## src/rtl/vfd_pkg.sv

```systemverilog
// Shared VFD constants: 640x480@60 timing defaults, frame-buffer geometry and
// the RGB332 -> RGB888 expansion used by the scanout.
package vfd_pkg;

  localparam int H_ACTIVE = 640;
  localparam int H_FP     = 16;
  localparam int H_SYNC   = 96;
  localparam int H_BP     = 48;
  localparam int H_TOTAL  = H_ACTIVE + H_FP + H_SYNC + H_BP;

  localparam int V_ACTIVE = 480;
  localparam int V_FP     = 10;
  localparam int V_SYNC   = 2;
  localparam int V_BP     = 33;
  localparam int V_TOTAL  = V_ACTIVE + V_FP + V_SYNC + V_BP;

  localparam int FB_PIXELS = H_ACTIVE * V_ACTIVE;
  localparam int FB_ADDR_W = 19;

  // Bit replication spreads each channel over the full 0..255 range.
  function automatic logic [23:0] rgb332_expand(input logic [7:0] p);
    return {p[7:5], p[7:5], p[7:6],
            p[4:2], p[4:2], p[4:3],
            {4{p[1:0]}}};
  endfunction

endpackage

```

## src/rtl/vfd_video_timing.sv

```systemverilog
// Raster counters (hc/vc) and the raw, unpipelined sync/blank/active decode.
module vfd_video_timing #(
  parameter int H_ACTIVE = vfd_pkg::H_ACTIVE,
  parameter int H_FP     = vfd_pkg::H_FP,
  parameter int H_SYNC   = vfd_pkg::H_SYNC,
  parameter int H_BP     = vfd_pkg::H_BP,
  parameter int V_ACTIVE = vfd_pkg::V_ACTIVE,
  parameter int V_FP     = vfd_pkg::V_FP,
  parameter int V_SYNC   = vfd_pkg::V_SYNC,
  parameter int V_BP     = vfd_pkg::V_BP
) (
  input  logic clk,
  input  logic rst_n,
  input  logic ce_pix_i,
  output logic active_o,
  output logic hsync_n_o,
  output logic vsync_n_o,
  output logic hblank_o,
  output logic vblank_o,
  output logic origin_o
);

  localparam int H_TOT = H_ACTIVE + H_FP + H_SYNC + H_BP;
  localparam int V_TOT = V_ACTIVE + V_FP + V_SYNC + V_BP;
  localparam int HC_W  = $clog2(H_TOT);
  localparam int VC_W  = $clog2(V_TOT);

  localparam logic [HC_W-1:0] HC_LAST = HC_W'(H_TOT - 1);
  localparam logic [HC_W-1:0] HC_ACT  = HC_W'(H_ACTIVE);
  localparam logic [HC_W-1:0] HS_BEG  = HC_W'(H_ACTIVE + H_FP);
  localparam logic [HC_W-1:0] HS_END  = HC_W'(H_ACTIVE + H_FP + H_SYNC);
  localparam logic [VC_W-1:0] VC_LAST = VC_W'(V_TOT - 1);
  localparam logic [VC_W-1:0] VC_ACT  = VC_W'(V_ACTIVE);
  localparam logic [VC_W-1:0] VS_BEG  = VC_W'(V_ACTIVE + V_FP);
  localparam logic [VC_W-1:0] VS_END  = VC_W'(V_ACTIVE + V_FP + V_SYNC);

  logic [HC_W-1:0] hc_q, hc_d;
  logic [VC_W-1:0] vc_q, vc_d;

  always_comb begin
    hc_d = hc_q;
    vc_d = vc_q;
    if (ce_pix_i) begin
      if (hc_q == HC_LAST) begin
        hc_d = '0;
        vc_d = (vc_q == VC_LAST) ? '0 : vc_q + 1'b1;
      end else begin
        hc_d = hc_q + 1'b1;
      end
    end
  end

  always_ff @(posedge clk or negedge rst_n) begin
    if (!rst_n) begin
      hc_q <= '0;
      vc_q <= '0;
    end else begin
      hc_q <= hc_d;
      vc_q <= vc_d;
    end
  end

  assign hblank_o  = (hc_q >= HC_ACT);
  assign vblank_o  = (vc_q >= VC_ACT);
  assign active_o  = !hblank_o && !vblank_o;
  assign hsync_n_o = !((hc_q >= HS_BEG) && (hc_q < HS_END));
  assign vsync_n_o = !((vc_q >= VS_BEG) && (vc_q < VS_END));
  assign origin_o  = (hc_q == '0) && (vc_q == '0);

endmodule

```

## src/rtl/vfd_scanout.sv

```systemverilog
// VRAM scanout: address pointer and fetch (stage 0), RGB332 expansion and
// sync/blank alignment (stage 1). Outputs trail the counters by 2 ce_pix.
module vfd_scanout #(
  parameter int H_ACTIVE = vfd_pkg::H_ACTIVE,
  parameter int H_FP     = vfd_pkg::H_FP,
  parameter int H_SYNC   = vfd_pkg::H_SYNC,
  parameter int H_BP     = vfd_pkg::H_BP,
  parameter int V_ACTIVE = vfd_pkg::V_ACTIVE,
  parameter int V_FP     = vfd_pkg::V_FP,
  parameter int V_SYNC   = vfd_pkg::V_SYNC,
  parameter int V_BP     = vfd_pkg::V_BP
) (
  input  logic                          clk,
  input  logic                          rst_n,
  input  logic                          ce_pix,
  input  logic                          enable,
  output logic [vfd_pkg::FB_ADDR_W-1:0] vram_addr,
  output logic                          vram_rd,
  input  logic [7:0]                    vram_data,
  output logic [7:0]                    r,
  output logic [7:0]                    g,
  output logic [7:0]                    b,
  output logic                          hsync,
  output logic                          vsync,
  output logic                          hblank,
  output logic                          vblank,
  output logic                          de,
  output logic                          frame_start
);
  import vfd_pkg::*;

  localparam int AW = FB_ADDR_W;
  localparam logic [AW-1:0] PIX_LAST = AW'(H_ACTIVE * V_ACTIVE - 1);

  logic active, hsync_n_raw, vsync_n_raw, hblank_raw, vblank_raw, origin;

  vfd_video_timing #(
    .H_ACTIVE(H_ACTIVE), .H_FP(H_FP), .H_SYNC(H_SYNC), .H_BP(H_BP),
    .V_ACTIVE(V_ACTIVE), .V_FP(V_FP), .V_SYNC(V_SYNC), .V_BP(V_BP)
  ) u_timing (
    .clk       (clk),
    .rst_n     (rst_n),
    .ce_pix_i  (ce_pix),
    .active_o  (active),
    .hsync_n_o (hsync_n_raw),
    .vsync_n_o (vsync_n_raw),
    .hblank_o  (hblank_raw),
    .vblank_o  (vblank_raw),
    .origin_o  (origin)
  );

  logic          frame_en_q, frame_en_d;
  logic [AW-1:0] ptr_q, ptr_d, ptr_cur;
  logic [AW-1:0] addr_q, addr_d;
  logic          rd_q, rd_d;
  logic          fetch;

  // At the frame origin the fresh enable and a zeroed pointer are used
  // directly, so the first pixel of the frame already obeys the new flag.
  always_comb begin
    ptr_cur    = origin ? '0 : ptr_q;
    fetch      = active && (origin ? enable : frame_en_q);
    frame_en_d = frame_en_q;
    ptr_d      = ptr_q;
    addr_d     = addr_q;
    rd_d       = rd_q;
    if (ce_pix) begin
      rd_d = fetch;
      if (origin) begin
        frame_en_d = enable;
        ptr_d      = '0;
      end
      if (fetch) begin
        addr_d = ptr_cur;
        ptr_d  = (ptr_cur == PIX_LAST) ? ptr_cur : ptr_cur + 1'b1;
      end
    end
  end

  logic        hsync1_q, vsync1_q, hblank1_q, vblank1_q, de1_q, fs1_q, fetched1_q;
  logic        hsync_q, vsync_q, hblank_q, vblank_q, de_q, fs_q;
  logic [23:0] rgb_q;

  always_ff @(posedge clk or negedge rst_n) begin
    if (!rst_n) begin
      frame_en_q <= 1'b0;
      ptr_q      <= '0;
      addr_q     <= '0;
      rd_q       <= 1'b0;
      hsync1_q   <= 1'b1;
      vsync1_q   <= 1'b1;
      hblank1_q  <= 1'b1;
      vblank1_q  <= 1'b1;
      de1_q      <= 1'b0;
      fs1_q      <= 1'b0;
      fetched1_q <= 1'b0;
      hsync_q    <= 1'b1;
      vsync_q    <= 1'b1;
      hblank_q   <= 1'b1;
      vblank_q   <= 1'b1;
      de_q       <= 1'b0;
      fs_q       <= 1'b0;
      rgb_q      <= '0;
    end else begin
      frame_en_q <= frame_en_d;
      ptr_q      <= ptr_d;
      addr_q     <= addr_d;
      rd_q       <= rd_d;
      if (ce_pix) begin
        hsync1_q   <= hsync_n_raw;
        vsync1_q   <= vsync_n_raw;
        hblank1_q  <= hblank_raw;
        vblank1_q  <= vblank_raw;
        de1_q      <= active;
        fs1_q      <= origin;
        fetched1_q <= fetch;
        hsync_q    <= hsync1_q;
        vsync_q    <= vsync1_q;
        hblank_q   <= hblank1_q;
        vblank_q   <= vblank1_q;
        de_q       <= de1_q;
        fs_q       <= fs1_q;
        // Only pixels actually fetched carry colour; blanking and disabled frames are black.
        rgb_q      <= (de1_q && fetched1_q) ? rgb332_expand(vram_data) : '0;
      end
    end
  end

  assign vram_addr   = addr_q;
  assign vram_rd     = rd_q;
  assign {r, g, b}   = rgb_q;
  assign hsync       = hsync_q;
  assign vsync       = vsync_q;
  assign hblank      = hblank_q;
  assign vblank      = vblank_q;
  assign de          = de_q;
  assign frame_start = fs_q;

endmodule

```

## config.mk

```make
export PLATFORM = sky130hd
export DESIGN_NAME = vfd_scanout
export DESIGN_NICKNAME = d
export VERILOG_FILES = /design/src/rtl/vfd_pkg.sv /design/src/rtl/vfd_video_timing.sv /design/src/rtl/vfd_scanout.sv
export SDC_FILE = /design/constraint.sdc
export NUM_CORES = 1
export LEC_CHECK = 0
export ABC_AREA = 1
export BUFFER_PORTS_ARGS = -buffer_cell sky130_fd_sc_hd__buf_4
export CORE_MARGIN = 2
export CORE_UTILIZATION = 35
export CTS_BUF_LIST = sky130_fd_sc_hd__clkbuf_16
export DETAILED_ROUTE_END_ITERATION = 7
export GPL_TIMING_DRIVEN = 0
export PLACE_DENSITY = 0.62
export SLEW_MARGIN = 20
export SYNTH_ARGS = -nofsm -noshare
export SYNTH_HDL_FRONTEND = slang
export SYNTH_HIERARCHICAL = 1
export SYNTH_SLANG_ARGS = --single-unit
```

## constraint.sdc

```tcl
create_clock -name clk -period 3.6 [get_ports clk]
set_clock_uncertainty 0.15 [all_clocks]
set_input_delay 0.72 -clock clk [delete_from_list [all_inputs] [get_ports clk]]
set_output_delay 0.72 -clock clk [all_outputs]
set_load 0.005 [all_outputs]
```

==> impl_results.md, run 1 <==
* Syn nets at ~620
* Seq/Total Area, Yosys at between 40% and 50%
* Area of the multi-input gates at between 0.0015 and 0.002 mm2
* RD Place Congestion at between 0.9 and 1
* PortBufs at 60
* CP Capture Type: register
* Most frequent cell after synthesis: nand2_1
* Max VDD drop at around 0.00027 V
* CP Cell Sequence: inv_1, ha_1, inv_1, nor2_1, nand4_1, nor4_4, inv_4, buf_6, nand2_1, inv_1, ha_1, nand4_2, nor2_4, nand2_2, inv_2, nand3_2, buf_2, nand3_1, nand3_1, nand2_1
* Routed vias at 4029
* Final hold slack at around 0.21 ns
* Hold Crit Class: in2async
* Antenna diodes at 0
* Yosys warns at 6
* Synth-to-layout area growth at 21.51%
* Vias in the first global route at between 3000 and 4000
* Die Y at 117.3 um
* CP max stage cell: nor4_4
* Die area at 0.01377 mm2
* Remaining Overflow, GRT at 0
* Area leader, netlist: dfrtp_1
* Nets at between 600 and 700
* Layout cell share with drive strength beyond 1 at 19.94%
* Initial antenna violation count at 0
* GRT met3 Usage at 3.745%
* DP Cell Count at 838
* Flops & latches, synth at 80
* Slew HR at 47.48%
* Pwr per Cell Area at around 400 mW/mm2
* Clock root buffer: clkbuf_16
* F_max at 297.7 MHz
* Outcome: completed
* Min Tclk post-route at about 3.4 ns
* Skew-Pair Late Insertion Delay at between 0.3 and 0.4 ns
* Max FO, Critical Path at 10
* Worst Tran Pin Value at 0.7878 ns
* Slew Viols, Final at 0
* Post-Route Utilization at between 40 and 50%
* Drt drc at 0
* Register area at approximately 0.002 mm2
* Cts bufs inserted at 9
* Ys async rst share at between 90% and 100%
* Hpwl dp at approximately 8 mm
* Core footprint at ~0.013 mm2
* CTS sink count at 80
* Post-synth EDFFs at 0
* Htree depth at 3
* Wirelength per Cell at between 10 and 15 um
* CP peak stage delay at 0.46 ns
* Largest net degree at the start of global routing at slightly above 80
* Max-Cap Viols at 0
* Met1 GRT Util at 20.69%
* Fin crit share at between 90 and 100%
* Worst-case clock buffer depth at 2
* Final setup fails at 0
* Syn Area/Cell at about 7.4 um2
* CTS tree: done
* Total Routing Usage GR at approximately 16%
* Kind of critical path: reg2reg
* M2 GR Usage at approximately a quarter
* Lkg Pwr at 2.978 nW
* Arr. time, crit path at about 3.4 ns
* Initial core utilization at ~36%
* Die Wd at 117.3 um
* Hold_buf cts at 0
* TNS Setup at 0 ns
* WL final at roughly 11 mm
* First-pass DRT Iterations at 4
* Final hold violations at 0
* Vias per cell at ~4.7
* First-pass GRT wire length at around 18 mm
* Syn Inst Count at between 600 and 700
* Non-Filler Instances at 854
* Yosys top cell area share at between 40% and 50%
* Synth top cells by count: nand2_1, inv_1, dfrtp_1
* Post-CTS Resized at 0
* Synth area leaders: dfrtp_1, nand2_1, inv_1
* Gr busiest metal: met2
* Reg clk slew, reported paths at roughly 0.06 ns
* Synth cell types at 33
* I/O pins at 62
* CP most frequent cell: inv_1
* Prevailing post-synth register cell: dfrtp_1
* Critical Path RT at 3.68 ns
* Post-CTS setup buffer count at 0
* Post-route ant nets at 0
* Fillers at between 1000 and 1500
* Worst setup SP type: register
* DRT iter0 DRCs at ~270
* Synthesized area at around 0.0045 mm2
* Row count at between 40 and 50
* Final Total Pwr at around 2.2 mW
where the power goes:
part           switching [mW]  leakage [nW]  internal, mW
Clock                   0.350         0.150         0.525
Sequential             0.0715         0.978         0.976
Combinational           0.169          1.85        0.0942
Total                   0.590          2.98          1.60
cell usage in the layout (no fill, tap or decap), types with 6 or more instances in the layout:
cell,netlist,layout
dfrtp_1,72,72
nand2_1,210,210
buf_2,9,9
o21ai_0,31,31
nor3_1,7,7
buf_4,18,77
xor2_1,6,6
nand3_2,6,6
xnor2_1,6,6
inv_1,73,77
nor2_4,6,6
nand3_1,42,42
dfstp_2,8,8
clkbuf_16,0,9
nor2_1,55,55
nand4_1,18,18
critical path: cells and delay by family (launching register included):
family,cells,cell delay (ns)
adder cells (fa/ha/maj),2,0.40
buffers and inverters,7,0.81
flip-flops,1,0.41
AND/OR/NAND/NOR,11,1.47
through the flow:
stage	setup WS (ns)	area, um2
2_1_floorplan	0.5045	4496
3_3_place_gp	-0.3439	5161
3_5_place_dp	0.08112	5167
4_1_cts	0.05051	5450
5_1_grt	-0.005530	5463
6_report	0.2415	5463
final cells by class:
| cell class | count | share of cell area (%) |
|---|---|---|
| inverter | 80 | 5.634 |
| clock inverter | 7 | 1.054 |
| multi-input combinational | 411 | 35.82 |
| clock buffer | 9 | 4.123 |
| sequential | 80 | 36.83 |
| tap | 172 | 3.940 |
| timing repair buffer | 60 | 8.314 |
| buffer | 35 | 4.283 |
sequential cells by signal, summed over array words and instances, names as in the netlist:
signal,cells
de,1
de1_q,1
fetched1_q,1
frame_en_q,1
frame_start,1
fs1_q,1
hblank,1
hblank1_q,1
hsync,1
hsync1_q,1
ptr_q,19
rgb_q,8
u_timing/hc_q,10
u_timing/vc_q,10
vblank,1
vblank1_q,1
vram_addr,19
vsync,1
vsync1_q,1
final timing paths:
| path | from | to | cells after the start | slack [ns] |
|---|---|---|---|---|
| hold reg to reg | hsync | hsync | 2 | 0.31 |
| setup / recovery | u_timing/hc_q[0] | ptr_q[1] | 20 | 0.24 |
| hold / removal | rst_n | vram_addr[4] | 1 | 0.21 |
| max in group asynchronous | rst_n | ptr_q[1] | 1 | 2.48 |
| min in group clk | hsync | hsync | 2 | 0.31 |
| setup reg to reg | u_timing/hc_q[0] | ptr_q[1] | 20 | 0.24 |
logic make-up (layout without fill, tap and decap cells):
logic type | after synthesis | count (layout) | synth area share (%)
AOI/OAI and AO/OA | 40 | 40 | 4.731
xor gates and xnor gates | 12 | 12 | 2.338
adders and majority gates | 5 | 5 | 1.392
buffers and inverters | 115 | 191 | 12.05
DFF | 80 | 80 | 44.75
and+or+nand+nor | 354 | 354 | 34.73
layer usage:
layer  vias to the layer above  wire length [um]
li1                       2020                 -
met5                         -                 0
met4                         0               215
met2                        87              5276
met3                        18               550
met1                      1904              4741
Power figures use the tool's default switching activity.
==> run 2: changes to the inputs <==
--- a/config.mk
+++ b/config.mk
@@ -7,9 +7,10 @@
 export LEC_CHECK = 0
 export ABC_AREA = 1
 export BUFFER_PORTS_ARGS = -buffer_cell sky130_fd_sc_hd__buf_4
+export CAP_MARGIN = 20
 export CORE_MARGIN = 2
 export CORE_UTILIZATION = 35
-export CTS_BUF_LIST = sky130_fd_sc_hd__clkbuf_16
+export CTS_BUF_LIST = sky130_fd_sc_hd__clkbuf_4 sky130_fd_sc_hd__clkbuf_8
 export DETAILED_ROUTE_END_ITERATION = 7
 export GPL_TIMING_DRIVEN = 0
 export PLACE_DENSITY = 0.62
==> impl_results.md, run 2 (synthesis gave the netlist of run 1 again) <==
* Kind of critical path: reg2reg
* Antenna diodes at 0 (unchanged)
* Wirelength per Cell at 12.56 um (-0.56%)
* Hold_buf cts at 0 (unchanged)
* Die Wd at 117.3 um (unchanged)
* Skew-Pair Late Insertion Delay at 0.37 ns (+0.03 ns)
* First-pass GRT wire length at 18.15 mm (about the same)
* DRT iter0 DRCs at 256 (-4.8%)
* Initial core utilization at 35.77% (unchanged)
* Routed vias at 4037 (+0.20%)
* First-pass DRT Iterations at 5 (+1)
* Post-Route Utilization at 42.90% (-0.57 points)
* Clock root buffer: clkbuf_8
* CP Capture Type: register
* Drt drc at 0 (unchanged)
* Final Total Pwr at 1.983 mW (-9.3%)
* Die area at 0.01377 mm2 (unchanged)
* Lkg Pwr at 2.940 nW (-1.3%)
* CTS sink count at 80 (unchanged)
* RD Place Congestion at 0.9129 (unchanged)
* CTS tree: done
* RSZ-0062 raised after global routing: no
* F_max at 306.6 MHz (+3.0%)
* Initial antenna violation count at 0 (unchanged)
* Worst Tran Pin Value at 0.7388 ns (-0.04896 ns)
* Final hold violations at 0 (unchanged)
* Synth-to-layout area growth at 19.93%
* Pwr per Cell Area at 367.7 mW/mm2 (-8.1%)
* Worst setup SP type: register
* Slew Viols, Final at 0 (unchanged)
* Total Routing Usage GR at 16.19% (about the same)
* Arr. time, crit path at 3.36 ns (-0.07 ns)
* Largest net degree at the start of global routing at 81 (unchanged)
* Slew HR at 50.75% (+3.3 points)
* I/O pins at 62 (unchanged)
* Max FO, Critical Path at 10 (unchanged)
* Worst-case clock buffer depth at 2 (unchanged)
* Final setup fails at 0 (unchanged)
* Reg clk slew, reported paths at 0.08 ns (+0.02 ns)
* Hold Crit Class: in2async
* Htree depth at 3 (unchanged)
* Most common cell after layout, fill and taps aside: nand2_1
* Placed Area at 0.005167 mm2 (unchanged)
* Min Tclk post-route at 3.262 ns (-0.09676 ns)
* Nets at 696 (+0.29%)
* Fin crit share at 90.60% (-2.7 points)
* Die Y at 117.3 um (unchanged)
* PortBufs at 60 (unchanged)
* Vias in the first global route at 3750 (unchanged)
* Outcome: completed
* Max-Cap Viols at 0 (unchanged)
* WL final at 10.75 mm (-0.32%)
* Post-route ant nets at 0 (unchanged)
* Remaining Overflow, GRT at 0 (unchanged)
* Hpwl dp at 8.001 mm (unchanged)
* Row count at 41 (unchanged)
* Cts bufs inserted at 9 (unchanged)
* Final instance area at 0.005391 mm2 (-1.3%)
* Layout cell share with drive strength beyond 1 at 20.76% (+0.82 points)
* Max VDD drop at 0.0002253 V (-18%)
* Core footprint at 0.01257 mm2 (unchanged)
* Vias per cell at 4.716 (about the same)
* Most frequent cells in the layout: nand2_1, buf_4, inv_1
* Critical Path RT at 3.70 ns (+0.02 ns)
-- run 2: changes by cell type in the layout (fill, tap and decap cells not counted), sizes merged --
cell | before | now
inv | 82 | 78
buf | 90 | 92
clkbuf | 14 | 18
-- run 2: worst max-delay path: stages, from the launching register on --
cell     delay, ns
dfrtp_1       0.42
inv_1         0.09
ha_1          0.14
inv_1         0.04
nor2_1        0.12
nand4_1       0.15
nor4_4        0.28
buf_4         0.19
inv_4         0.08
buf_6         0.14
nand2_1       0.11
inv_1         0.06
ha_1          0.26
nand4_2       0.15
nor2_4        0.07
nand2_2       0.08
inv_2         0.06
nand3_2       0.09
buf_2         0.22
nand3_1       0.09
nand3_1       0.09
nand2_1       0.05
-- run 2: worst paths after layout --
path                                   from            to  slack (ns)  depth (start not counted)
setup reg to reg           u_timing/hc_q[0]      ptr_q[1]        0.34                         21
hold / removal                        rst_n  vram_addr[0]        0.23                          1
setup / recovery           u_timing/hc_q[0]      ptr_q[1]        0.34                         21
min in group clk                      hsync         hsync        0.32                          2
max in group asynchronous             rst_n         fs1_q        2.55                          1
hold reg to reg                       hsync         hsync        0.32                          2
-- run 2: routing by layer --
layer,share of wire [%],vias up,routed length [um],track usage (%)
li1,-,2025,-,-
met1,44,1889,4703,20.84
met2,49,110,5256,26.21
met3,6.1,13,660,4.037
met4,1.2,0,129,6.401
met5,0,-,0,0
-- run 2: report_power, final --
part	leakage [nW]	switching, mW	internal [mW]
sequential	0.978	0.0716	0.974
combinational	1.86	0.168	0.0941
clock	0.101	0.324	0.351
total	2.94	0.564	1.42
-- run 2: area by class of cell --
cell class	count	area, um2
fillers	1283	7177
flip-flops and latches	80	2012
multi-input cells	411	1957
repair buffers	62	469.2
inverters	80	307.8
plain buffers	35	234.0
well taps	172	215.2
clock buffers	13	153.9
clock inverters	3	42.54
-- run 2: what timing repair did --
action                                  in CTS  in global routing
hold endpoints to repair                     0                  0
resized for setup                            0                  1
buffers inserted                             0                  2
endpoints found under the setup margin       0                 14
-- run 2: metrics by stage --
step                      TNS, ns  setup WS, ns  hold WS (ns)  cells
final                           0        0.3382        0.2342    856
after global routing            0        0.1053        0.3016    856
after CTS                       0       0.04278        0.3170    854
after detailed placement        0       0.08112        0.3039    838
after global placement     -4.152       -0.3439        0.3023    838
after floorplan                 0        0.5045        0.2744    606
==> run 3: changes to the inputs <==
--- a/config.mk
+++ b/config.mk
@@ -5,7 +5,6 @@
 export SDC_FILE = /design/constraint.sdc
 export NUM_CORES = 1
 export LEC_CHECK = 0
-export ABC_AREA = 1
 export BUFFER_PORTS_ARGS = -buffer_cell sky130_fd_sc_hd__buf_4
 export CAP_MARGIN = 20
 export CORE_MARGIN = 2
==> impl_results.md, run 3 <==
* Fillers at 1136 (-11%)
* DRT iter0 DRCs at 229 (-11%)
* Max FO, Critical Path at 10 (unchanged)
* Vias in the first global route at 3041 (-19%)
* Most frequent cell after synthesis: dfrtp_1
* Core footprint at 0.01142 mm2 (-9.1%)
* Area of the multi-input gates at 0.001777 mm2 (-9.2%)
* Routed vias at 3169 (-22%)
* Register area at 0.002012 mm2 (unchanged)
* Kind of critical path: reg2reg
* Cts bufs inserted at 9 (unchanged)
* Syn nets at 423 (-32%)
* CP Capture Type: register
* Clock root buffer: clkbuf_8
* Remaining Overflow, GRT at 0 (unchanged)
* Layout cell share with drive strength beyond 1 at 29.94% (+9.2 points)
* Synthesized area at 0.004090 mm2 (-9.0%)
* Prevailing post-synth register cell: dfrtp_1
* Gr busiest metal: met2
* PortBufs at 60 (unchanged)
* Drt drc at 0 (unchanged)
* Pwr per Cell Area at 379.0 mW/mm2 (+3.1%)
* Met1 GRT Util at 21.33% (+0.49 points)
* Final Total Pwr at 1.884 mW (-5.0%)
* Largest net degree at the start of global routing at 81 (unchanged)
* Max-Cap Viols at 0 (unchanged)
* CTS sink count at 80 (unchanged)
* Post-route ant nets at 0 (unchanged)
* Most frequent cells in the layout: buf_4, dfrtp_1, nand2_1
* Htree depth at 3 (unchanged)
* Antenna diodes at 0 (unchanged)
* Non-Filler Instances at 624 (-27%)
* R2R Setup Slk at 0.36 ns (+0.03 ns)
* RD Place Congestion at 0.8080 (-11%)
* CP Cell Sequence: clkbuf_2, nor4_1, nand4_1, nor4_2, mux2i_1, or2_2, clkbuf_1, clkbuf_1, o21ai_0
* Slew Viols, Final at 0 (unchanged)
* Synth top cells by count: dfrtp_1, nand2_1, o21ai_0
* Ys async rst share at 100.0% (unchanged)
* Vias per cell at 5.079 (+7.7%)
* Area leader, netlist: dfrtp_1
* F_max at 309.0 MHz (+0.78%)
* CP max stage cell: clkbuf_1
* Initial antenna violation count at 0 (unchanged)
* Setup ws final at 0.3635 ns (+0.02527 ns)
* I/O pins at 62 (unchanged)
* Most common cell after layout, fill and taps aside: buf_4
* Final hold violations at 0 (unchanged)
* Sequential cell fraction of total power at 50.9% (-1.8 points)
* Combinational Power Share at 9.1% (-4.1 points)
* Yosys top cell area share at 44.05% (+4.0 points)
* First-pass GRT wire length at 15.07 mm (-17%)
* Worst slack at placement at -0.07709 ns (-0.1582 ns)
* Nets at 493 (-29%)
* Die Wd at 112.1 um (-4.5%)
* Final setup fails at 0 (unchanged)
* Row count at 39 (-4.9%)
* DP Cell Count at 609 (-27%)
* Seq/Total Area, Yosys at 49.19% (+4.4 points)
* Die Y at 112.1 um (-4.5%)
* CTS tree: done
* Flops & latches, synth at 80 (unchanged)
* Critical Path RT at 3.65 ns (-0.05 ns)
* Synth cell types at 61 (+85%)
* Synth area leaders: dfrtp_1, nand2_1, dfstp_2
* Switching share of power at 24.61% (-3.8 points)
* Arr. time, crit path at 3.29 ns (-0.07 ns)
* Synth-to-layout area growth at 21.51%
* Syn Inst Count at 406 (-33%)
* Clock Power Share at 40.0% (+6.0 points)
* Skew-Pair Late Insertion Delay at 0.35 ns (-0.02 ns)
* Min Tclk post-route at 3.237 ns (-0.02527 ns)
* Yosys warns at 6 (unchanged)
* Largest delay contributor family on the critical path: simple AND/OR/NAND/NOR gates
* Lkg Pwr at 2.229 nW (-24%)
* Switching power at 0.4635 mW (-18%)
* WL final at 9.020 mm (-16%)
* CP peak stage delay at 0.42 ns (about the same)
* Hold Crit Class: in2async
* CP bufs+invs at 3 (-5)
* Hpwl dp at 6.316 mm (-21%)
* Fin crit share at 89.90% (-0.70 points)
* Worst setup SP type: register
* Int Power at 1.420 mW (about the same)
* M2 GR Usage at 21.85% (-4.4 points)
* Worst Tran Pin Value at 1.042 ns (+0.3029 ns)
* CP most frequent cell: clkbuf_1
* Wirelength per Cell at 14.46 um (+15%)
* Total Routing Usage GR at 14.63% (-1.6 points)
* Initial core utilization at 35.82% (+0.052 points)
* RSZ-0062 raised after global routing: no
* Slew HR at 29.91% (-21 points)
* GRT met3 Usage at 2.592% (-1.4 points)
* Post-CTS setup buffer count at 0 (unchanged)
* Post-synth EDFFs at 0 (unchanged)
* Worst-case clock buffer depth at 2 (unchanged)
* Reg clk slew, reported paths at 0.10 ns (+0.02 ns)
* First-pass DRT Iterations at 4 (-1)
* Die area at 0.01257 mm2 (-8.7%)
* Max VDD drop at 0.0002064 V (-8.4%)
* Syn Area/Cell at 10.07 um2 (+36%)
* Outcome: completed
## run 3: final timing paths
path / from / endpoint / depth (start not counted)
worst max register to register: u_timing/hc_q[2] / vram_addr[3] / 9
worst min register to register: vram_addr[4] / vram_addr[4] / 2
worst min-delay path: rst_n / vram_addr[15] / 1
worst max-delay path: u_timing/hc_q[2] / vram_addr[3] / 9
min in group clk: vram_addr[4] / vram_addr[4] / 2
max in group asynchronous: rst_n / rgb_q[6] / 1
## run 3: what timing repair did
| item | in CTS | in global routing |
|---|---|---|
| setup endpoints to repair | 6 | 27 |
| cloned | 0 | 0 |
| hold buffers | 0 | 0 |
| gates resized for setup | 1 | 6 |
## run 3: stage by stage
stage	TNS, ns	utilization (%)	hold slack (ns)	instance area (um2)
6_report	0	43.52	0.2319	4970
5_1_grt	0	43.52	0.3121	4970
4_1_cts	0	43.38	0.3421	4954
3_5_place_dp	-0.2547	41.33	0.3230	4720
3_3_place_gp	-0.1475	41.33	0.3155	4720
2_1_floorplan	0	-	0.2744	4090
## run 3: logic make-up (layout without fill, tap and decap cells)
group / Yosys count / count (layout) / share of synthesized area [%]
fa+ha+maj: 5 / 5 / 1.530
mux: 16 / 16 / 4.313
simple gates: 159 / 159 / 20.62
flops: 80 / 80 / 49.19
xor+xnor: 24 / 24 / 5.139
compound gates: 67 / 67 / 11.35
buf+inv: 55 / 130 / 7.862
## run 3: routing by layer
layer	vias up	wire length [um]
li1	1550	-
met5	-	0
met3	4	510
met2	85	3931
met4	0	71
met1	1530	4507
## run 3: power groups by stage
| stage | Sequential, mW | Clock [mW] | Combinational [mW] |
|---|---|---|---|
| 6_report | 0.958 | 0.754 | 0.172 |
| 5_1_grt | 0.963 | 0.817 | 0.190 |
| 4_1_cts | 0.958 | 0.780 | 0.173 |
| 3_5_place_dp | 0.976 | 0 | 0.172 |
| 3_3_place_gp | 0.976 | 0 | 0.169 |
| 2_1_floorplan | 0.969 | 0 | 0.123 |
## run 3: cell type report
type,instances,area share [%]
flip-flops and latches,80,40.48
clock inverters,6,1.813
multi-input cells,271,35.75
plain buffers,34,4.935
well taps,143,3.600
inverters,20,1.511
repair buffers,60,9.139
clock buffers,10,2.769
